$ cat config.mk
export PLATFORM = sky130hd
export DESIGN_NAME = ins_fetch_seq
export DESIGN_NICKNAME = d
export VERILOG_FILES = /design/src/rtl/rv32_core_pkg.sv /design/src/rtl/ins_fetch_pc_reg.sv /design/src/rtl/ins_fetch_seq.sv
export SDC_FILE = /design/constraint.sdc
export NUM_CORES = 1
export LEC_CHECK = 0
export CAP_MARGIN = 5
export CORE_AREA = 2 2 118 120
export CTS_CLUSTER_SIZE = 8
export DETAILED_ROUTE_END_ITERATION = 8
export DIE_AREA = 0 0 120 122
export PLACE_DENSITY = 0.77
export SYNTH_ARGS = -nofsm -noshare
export SYNTH_HDL_FRONTEND = slang
export SYNTH_SLANG_ARGS = --single-unit
$ cat constraint.sdc
create_clock -name clk -period 2.3 [get_ports clk]
set_input_delay 0.23 -clock clk [delete_from_list [all_inputs] [get_ports clk]]
set_output_delay 0.23 -clock clk [all_outputs]
set_load 0.005 [all_outputs]
$ cat src/rtl/rv32_core_pkg.sv
// Shared RV32 core constants: fetch state encoding, PC reset value,
// sequential increment and instruction alignment mask.
package rv32_core_pkg;

    localparam logic [2:0] FS_IDLE  = 3'd0;
    localparam logic [2:0] FS_REQ   = 3'd1;
    localparam logic [2:0] FS_HOLD  = 3'd2;
    localparam logic [2:0] FS_DRAIN = 3'd3;
    localparam logic [2:0] FS_HALT  = 3'd4;

    typedef enum logic [2:0] {
        ST_IDLE  = FS_IDLE,
        ST_REQ   = FS_REQ,
        ST_HOLD  = FS_HOLD,
        ST_DRAIN = FS_DRAIN,
        ST_HALT  = FS_HALT
    } fetch_state_e;

    localparam logic [31:0] RESET_PC_DEFAULT = 32'h0000_0000;
    localparam logic [31:0] INS_BYTES        = 32'd4;
    localparam logic [31:0] ALIGN_MASK       = 32'h0000_0003;

endpackage

$ cat src/rtl/ins_fetch_pc_reg.sv
// Architectural fetch PC register with reset > load > increment > hold
// priority, plus alignment check of the incoming redirect target.
module ins_fetch_pc_reg
    import rv32_core_pkg::*;
#(
    parameter logic [31:0] RESET_PC = RESET_PC_DEFAULT
) (
    input  logic        clk,
    input  logic        rst,
    input  logic        load_en,
    input  logic [31:0] load_val,
    input  logic        inc_en,
    output logic [31:0] pc,
    output logic        target_misaligned
);

    assign target_misaligned = |(load_val & ALIGN_MASK);

    // Increment wraps naturally at 32 bits (0xFFFF_FFFC -> 0x0000_0000).
    always_ff @(posedge clk) begin
        if (rst) begin
            pc <= RESET_PC;
        end else if (load_en) begin
            pc <= load_val;
        end else if (inc_en) begin
            pc <= pc + INS_BYTES;
        end
    end

endmodule

$ cat src/rtl/ins_fetch_seq.sv
// Instruction-fetch sequencer: owns the PC, issues req/ack memory reads and
// hands instructions to decode. Both handshakes complete on a cycle where
// the producer's strobe (mem_ack / ins_valid) and the consumer's side are high.
module ins_fetch_seq
    import rv32_core_pkg::*;
#(
    parameter logic [31:0] RESET_PC = RESET_PC_DEFAULT
) (
    input  logic        clk,
    input  logic        rst,
    input  logic        reg_pc_w_op,
    input  logic [31:0] reg_pc_w_val,
    output logic        mem_req,
    output logic [31:0] mem_addr,
    input  logic        mem_ack,
    input  logic [31:0] mem_rdata,
    output logic        ins_valid,
    output logic [31:0] ins_data,
    output logic [31:0] ins_pc,
    input  logic        ins_accept,
    output logic [31:0] reg_pc_val,
    output logic        fetch_misalign,
    output logic [2:0]  fetch_state
);

    fetch_state_e state_q, state_d;
    logic         redirect_pending_q, redirect_pending_d;
    logic         halt_pending_q, halt_pending_d;
    logic [31:0]  req_addr_q;
    logic [31:0]  pc;
    logic         pc_load, pc_inc, target_misaligned;
    logic         redir_ok, redir_bad;
    logic         misalign_set, capture;

    ins_fetch_pc_reg #(.RESET_PC(RESET_PC)) u_pc_reg (
        .clk               (clk),
        .rst               (rst),
        .load_en           (pc_load),
        .load_val          (reg_pc_w_val),
        .inc_en            (pc_inc),
        .pc                (pc),
        .target_misaligned (target_misaligned)
    );

    assign redir_ok  = reg_pc_w_op && !target_misaligned;
    assign redir_bad = reg_pc_w_op && target_misaligned;

    always_comb begin
        state_d            = state_q;
        redirect_pending_d = redirect_pending_q;
        halt_pending_d     = halt_pending_q;
        pc_load            = 1'b0;
        pc_inc             = 1'b0;
        misalign_set       = 1'b0;
        capture            = 1'b0;
        case (state_q)
            ST_IDLE: begin
                if (redir_bad) begin
                    misalign_set = 1'b1;
                    state_d      = ST_HALT;
                end else begin
                    pc_load = redir_ok;
                    state_d = ST_REQ;
                end
            end
            ST_REQ: begin
                if (redir_bad) begin
                    // An unacked request must still be drained before halting.
                    misalign_set       = 1'b1;
                    redirect_pending_d = !mem_ack;
                    halt_pending_d     = !mem_ack;
                    state_d            = mem_ack ? ST_HALT : ST_DRAIN;
                end else if (redir_ok) begin
                    pc_load = 1'b1;
                    if (!mem_ack) begin
                        redirect_pending_d = 1'b1;
                        state_d            = ST_DRAIN;
                    end
                end else if (mem_ack) begin
                    capture = 1'b1;
                    state_d = ST_HOLD;
                end
            end
            ST_DRAIN: begin
                if (redir_bad) begin
                    misalign_set   = 1'b1;
                    halt_pending_d = 1'b1;
                end else if (redir_ok) begin
                    pc_load = 1'b1;
                end
                if (mem_ack) begin
                    redirect_pending_d = 1'b0;
                    halt_pending_d     = 1'b0;
                    state_d            = (halt_pending_q || redir_bad) ? ST_HALT : ST_REQ;
                end
            end
            ST_HOLD: begin
                if (redir_bad) begin
                    misalign_set = 1'b1;
                    state_d      = ST_HALT;
                end else if (redir_ok) begin
                    pc_load = 1'b1;
                    state_d = ST_REQ;
                end else if (ins_accept) begin
                    pc_inc  = 1'b1;
                    state_d = ST_REQ;
                end
            end
            ST_HALT: begin
                state_d = ST_HALT;
            end
            default: begin
                state_d = ST_IDLE;
            end
        endcase
    end

    always_ff @(posedge clk) begin
        if (rst) begin
            state_q            <= ST_IDLE;
            redirect_pending_q <= 1'b0;
            halt_pending_q     <= 1'b0;
            req_addr_q         <= RESET_PC;
            ins_data           <= 32'h0;
            ins_pc             <= 32'h0;
            fetch_misalign     <= 1'b0;
        end else begin
            state_q            <= state_d;
            redirect_pending_q <= redirect_pending_d;
            halt_pending_q     <= halt_pending_d;
            // Remember the in-flight address so DRAIN can keep presenting it.
            if (state_q == ST_REQ) begin
                req_addr_q <= pc;
            end
            if (capture) begin
                ins_data <= mem_rdata;
                ins_pc   <= pc;
            end
            if (misalign_set) begin
                fetch_misalign <= 1'b1;
            end
        end
    end

    assign mem_req     = (state_q == ST_REQ) || (state_q == ST_DRAIN);
    assign mem_addr    = redirect_pending_q ? req_addr_q : pc;
    assign ins_valid   = (state_q == ST_HOLD);
    assign reg_pc_val  = pc;
    assign fetch_state = state_q;

endmodule

==> run_results.csv, run 1 <==
group,metric,value,unit
run_status,status,"finished clean",
detailed_routing,drt-vias-per-instance,5.26,
placement,hpwl,13000,um
sta,skew,5.10,ps
floorplan,core_area,13500,um2
global_route,grt_usage,25.0,%
floorplan,rows,43,
sta,min_period_over_period,92.6,%
clock_tree,clk_latency,420,ps
power,cellLeakagePower,3.10,nW
floorplan,die_x,120,um
floorplan,start_util,44.5,%
synth,synth_top_cells_by_area,"dfxtp_1 (45%), nand2_1 (14%), a21oi_1 (9.7%)",
sta,slew_headroom,64.4,%
floorplan,die_y,122,um
detailed_routing,post-route-drc-count,0,
power,ir_drop,0.382,mV
clock_tree,root_buffer,"clkbuf_16",
placement,placed_area,8360,um2
detailed_routing,wl,18500,um
sta,fin_setup_tns,0,ps
synth,synthDistinctLibCells,54,
worst_setup_path,cp-end-kind,"output pin",
synth,syn_area_per_cell,7.98,um2
global_route,grt_max_degree,65,
detailed_routing,wire_per_inst,16.0,um
synth,synth_area,6010,um2
worst_setup_path,worstPathRequired,2070,ps
clock_tree,cts_hold_buf,0,
clock_tree,clkSinkCount,134,
hold_path,hold_path.class,"input port to flip-flop",
sta,drv_slew,0,
synth,synth-seq-area-share,44.6,%
final_layout,finalNonFillerCells,1156,
clock_tree,postCtsResizedCells,0,
power,fin_total_pwr,6.27,mW
clock_tree,clk_pin_slew_worst_paths,60,ps
synth,synth_top_cell_by_area,"dfxtp_1",
sta,rsz0062_at_grt,"no",
floorplan,dieArea,14600,um2
placement,gp_congestion,0.864,
worst_setup_path,startpoint_type,"flip-flop",
sta,tightest_slew,534,ps
global_route,grt_first_pass_wirelength,28900,um
clock_tree,cts_made_buffers,17,
sta,max_freq,469,MHz
detailed_routing,first_pass_iters,5,
floorplan,ioPinCount,203,
synth,syn_inst,753,
detailed_routing,ant_nets,0,
detailed_routing,first_iter_violations,370,
detailed_routing,via_count,6078,
sta,setup_viol,0,
synth,syn_nets,823,
final_layout,drive_gt1_share,13.7,%
power,power.density,699,nW/um2
final_layout,fin_nets,1032,
run,maxCapViolations,0,
worst_setup_path,arrival,1900,ps
final_layout,design_area,8980,um2
global_route,antenna_found_initial,1,
final_layout,area_delta_synth_final,49.5,%
placement,dp.cells,1123,
clock_tree,cts_tree,"built",
synth,synth_top_area_share,44.6,%
global_route,first_global_vias,5559,
synth,yosysWarnings,0,
sta,hold_viol,0,
worst_setup_path,timing_worst_setup_path_type,"flip-flop to output pin",
clock_tree,cts_setup_buffers,0,
clock_tree,cts-htree-levels,4,
placement,io_buffer_count,202,
worst_setup_path,cp_max_fo,24,
synth,synth_seq_cells,134,
sta,min_period,2130,ps
global_route,grt_overflow,0,
clock_tree,clockBufferDepth,2,
worst max-delay path, stage by stage (launching register included):
cell	delay [ps]
dfxtp_2	320
buf_4	290
mux2_2	370
clkdlybuf4s50_1	470
synthesized netlist by cell type, drive strengths merged:
cell,instances
a211o,1
a211oi,15
a21oi,116
a22oi,1
a2bb2oi,2
a311oi,5
a31o,1
a31oi,3
and2,6
and3,2
and4,3
and4b,1
buf,25
clkbuf,43
dfxtp,134
ha,1
inv,5
mux2,30
mux2i,3
nand2,221
nand2b,3
nand3,9
nand3b,1
nand4,13
nand4b,1
nor2,31
nor2b,4
nor3,9
nor3b,1
nor4,9
nor4b,2
o211ai,5
o21a,1
o21ai,13
o21ba,1
o22ai,5
o31ai,1
o41ai,1
or2,2
or3,5
or3b,1
or4,4
xnor2,9
xor2,4
per-stage QoR:
step	utilization [%]	setup slack (ps)	hold WS [ps]
after floorplan	-	297	363
after global placement	61.9	73.7	438
after detailed placement	61.9	-13.4	445
after CTS	66.5	152	213
after global routing	66.5	17.2	232
final	66.5	170	218
state kept, by name, summed over array words and instances, names as in the netlist:
signal,count
u_pc_reg.pc,32
redirect_pending_q,1
ins_pc,32
fetch_state,3
fetch_misalign,1
req_addr_q,32
ins_data,32
halt_pending_q,1
layout by cell type, fill, tap and decap left out, drive strengths merged, types with 2 or more instances in the layout:
| cell type | Yosys | routed |
|---|---|---|
| and4 | 3 | 3 |
| a31oi | 3 | 3 |
| and3 | 2 | 2 |
| clkdlybuf4s50 | 0 | 201 |
| inv | 5 | 6 |
| or4 | 4 | 4 |
| o211ai | 5 | 5 |
| a211oi | 15 | 15 |
| o21ai | 13 | 13 |
| nand2 | 221 | 221 |
| a2bb2oi | 2 | 2 |
| clkbuf | 43 | 18 |
| nor2 | 31 | 31 |
| nor2b | 4 | 4 |
| nand2b | 3 | 3 |
| xor2 | 4 | 4 |
| and2 | 6 | 6 |
| clkinv | 0 | 6 |
| dfxtp | 134 | 134 |
| nor4b | 2 | 2 |
| mux2i | 3 | 3 |
| clkinvlp | 0 | 3 |
| or3 | 5 | 5 |
| a21oi | 116 | 116 |
| nand3 | 9 | 9 |
| a311oi | 5 | 5 |
| buf | 25 | 57 |
| o22ai | 5 | 5 |
| xnor2 | 9 | 9 |
| nand4 | 13 | 13 |
| mux2 | 30 | 30 |
| bufinv | 0 | 4 |
| or2 | 2 | 2 |
| nor4 | 9 | 9 |
| nor3 | 9 | 9 |
kinds of logic after synthesis:
family / synth area share [%]
compound gates: 16.1
buf+inv: 6.66
xor+xnor: 1.90
flops: 44.6
simple gates: 24.4
fa+ha+maj: 0.208
mux: 6.12
layout make-up:
| type | instances | area (um2) |
|---|---|---|
| diodes | 1 | 2.50 |
| clock buffers | 18 | 439 |
| clock inverters | 14 | 181 |
| fillers | 1103 | 4520 |
| inverters | 5 | 18.8 |
| multi-input cells | 546 | 2940 |
| flip-flops and latches | 134 | 2680 |
| well taps | 180 | 225 |
| repair buffers | 258 | 2490 |
where the power goes:
group          leakage [nW]  internal, mW  total (mW)  switching (mW)
Combinational          1.71         0.495       0.949           0.454
Clock                 0.302          1.83        2.85            1.02
Sequential             1.09          2.41        2.47          0.0651
worst paths after layout:
path | startpoint | slack, ps | cells after the start | to
worst min register to register | ins_pc[31]$_SDFFE_PP0P_ | 450 | 2 | ins_pc[31]$_SDFFE_PP0P_
worst min-delay path | rst | 220 | 2 | redirect_pending_q$_SDFFE_PP0P_
worst max-delay path | redirect_pending_q$_SDFFE_PP0P_ | 170 | 3 | mem_addr[12]
worst max register to register | u_pc_reg.pc[9]$_SDFFE_PP0P_ | 220 | 6 | u_pc_reg.pc[25]$_SDFFE_PP0P_
layer usage:
| metal | wire, um | global-route usage (%) | vias to the layer above |
|---|---|---|---|
| li1 | - | - | 2999 |
| met1 | 7930 | 31.5 | 2825 |
| met2 | 8840 | 41.3 | 237 |
| met3 | 1450 | 7.54 | 17 |
| met4 | 253 | 7.65 | 0 |
| met5 | 0 | 0 | - |
No activity file was read; power rests on OpenSTA's default activity.
==> run 2, diff against run 1 <==
--- a/config.mk
+++ b/config.mk
@@ -7,6 +7,7 @@
 export LEC_CHECK = 0
 export CAP_MARGIN = 5
 export CORE_AREA = 2 2 118 120
+export CTS_CLUSTER_DIAMETER = 50
 export CTS_CLUSTER_SIZE = 8
 export DETAILED_ROUTE_END_ITERATION = 8
 export DIE_AREA = 0 0 120 122
==> results of run 2 <==
Same layout as run 1: the final DEF is identical, and so are final timing and power.
==> run 3, diff against run 2 <==
--- a/config.mk
+++ b/config.mk
@@ -12,6 +12,7 @@
 export DETAILED_ROUTE_END_ITERATION = 8
 export DIE_AREA = 0 0 120 122
 export PLACE_DENSITY = 0.77
+export SKIP_LAST_GASP = 1
 export SYNTH_ARGS = -nofsm -noshare
 export SYNTH_HDL_FRONTEND = slang
 export SYNTH_SLANG_ARGS = --single-unit
==> results of run 3 <==
Same layout as run 1: the final DEF is identical, and so are final timing and power.
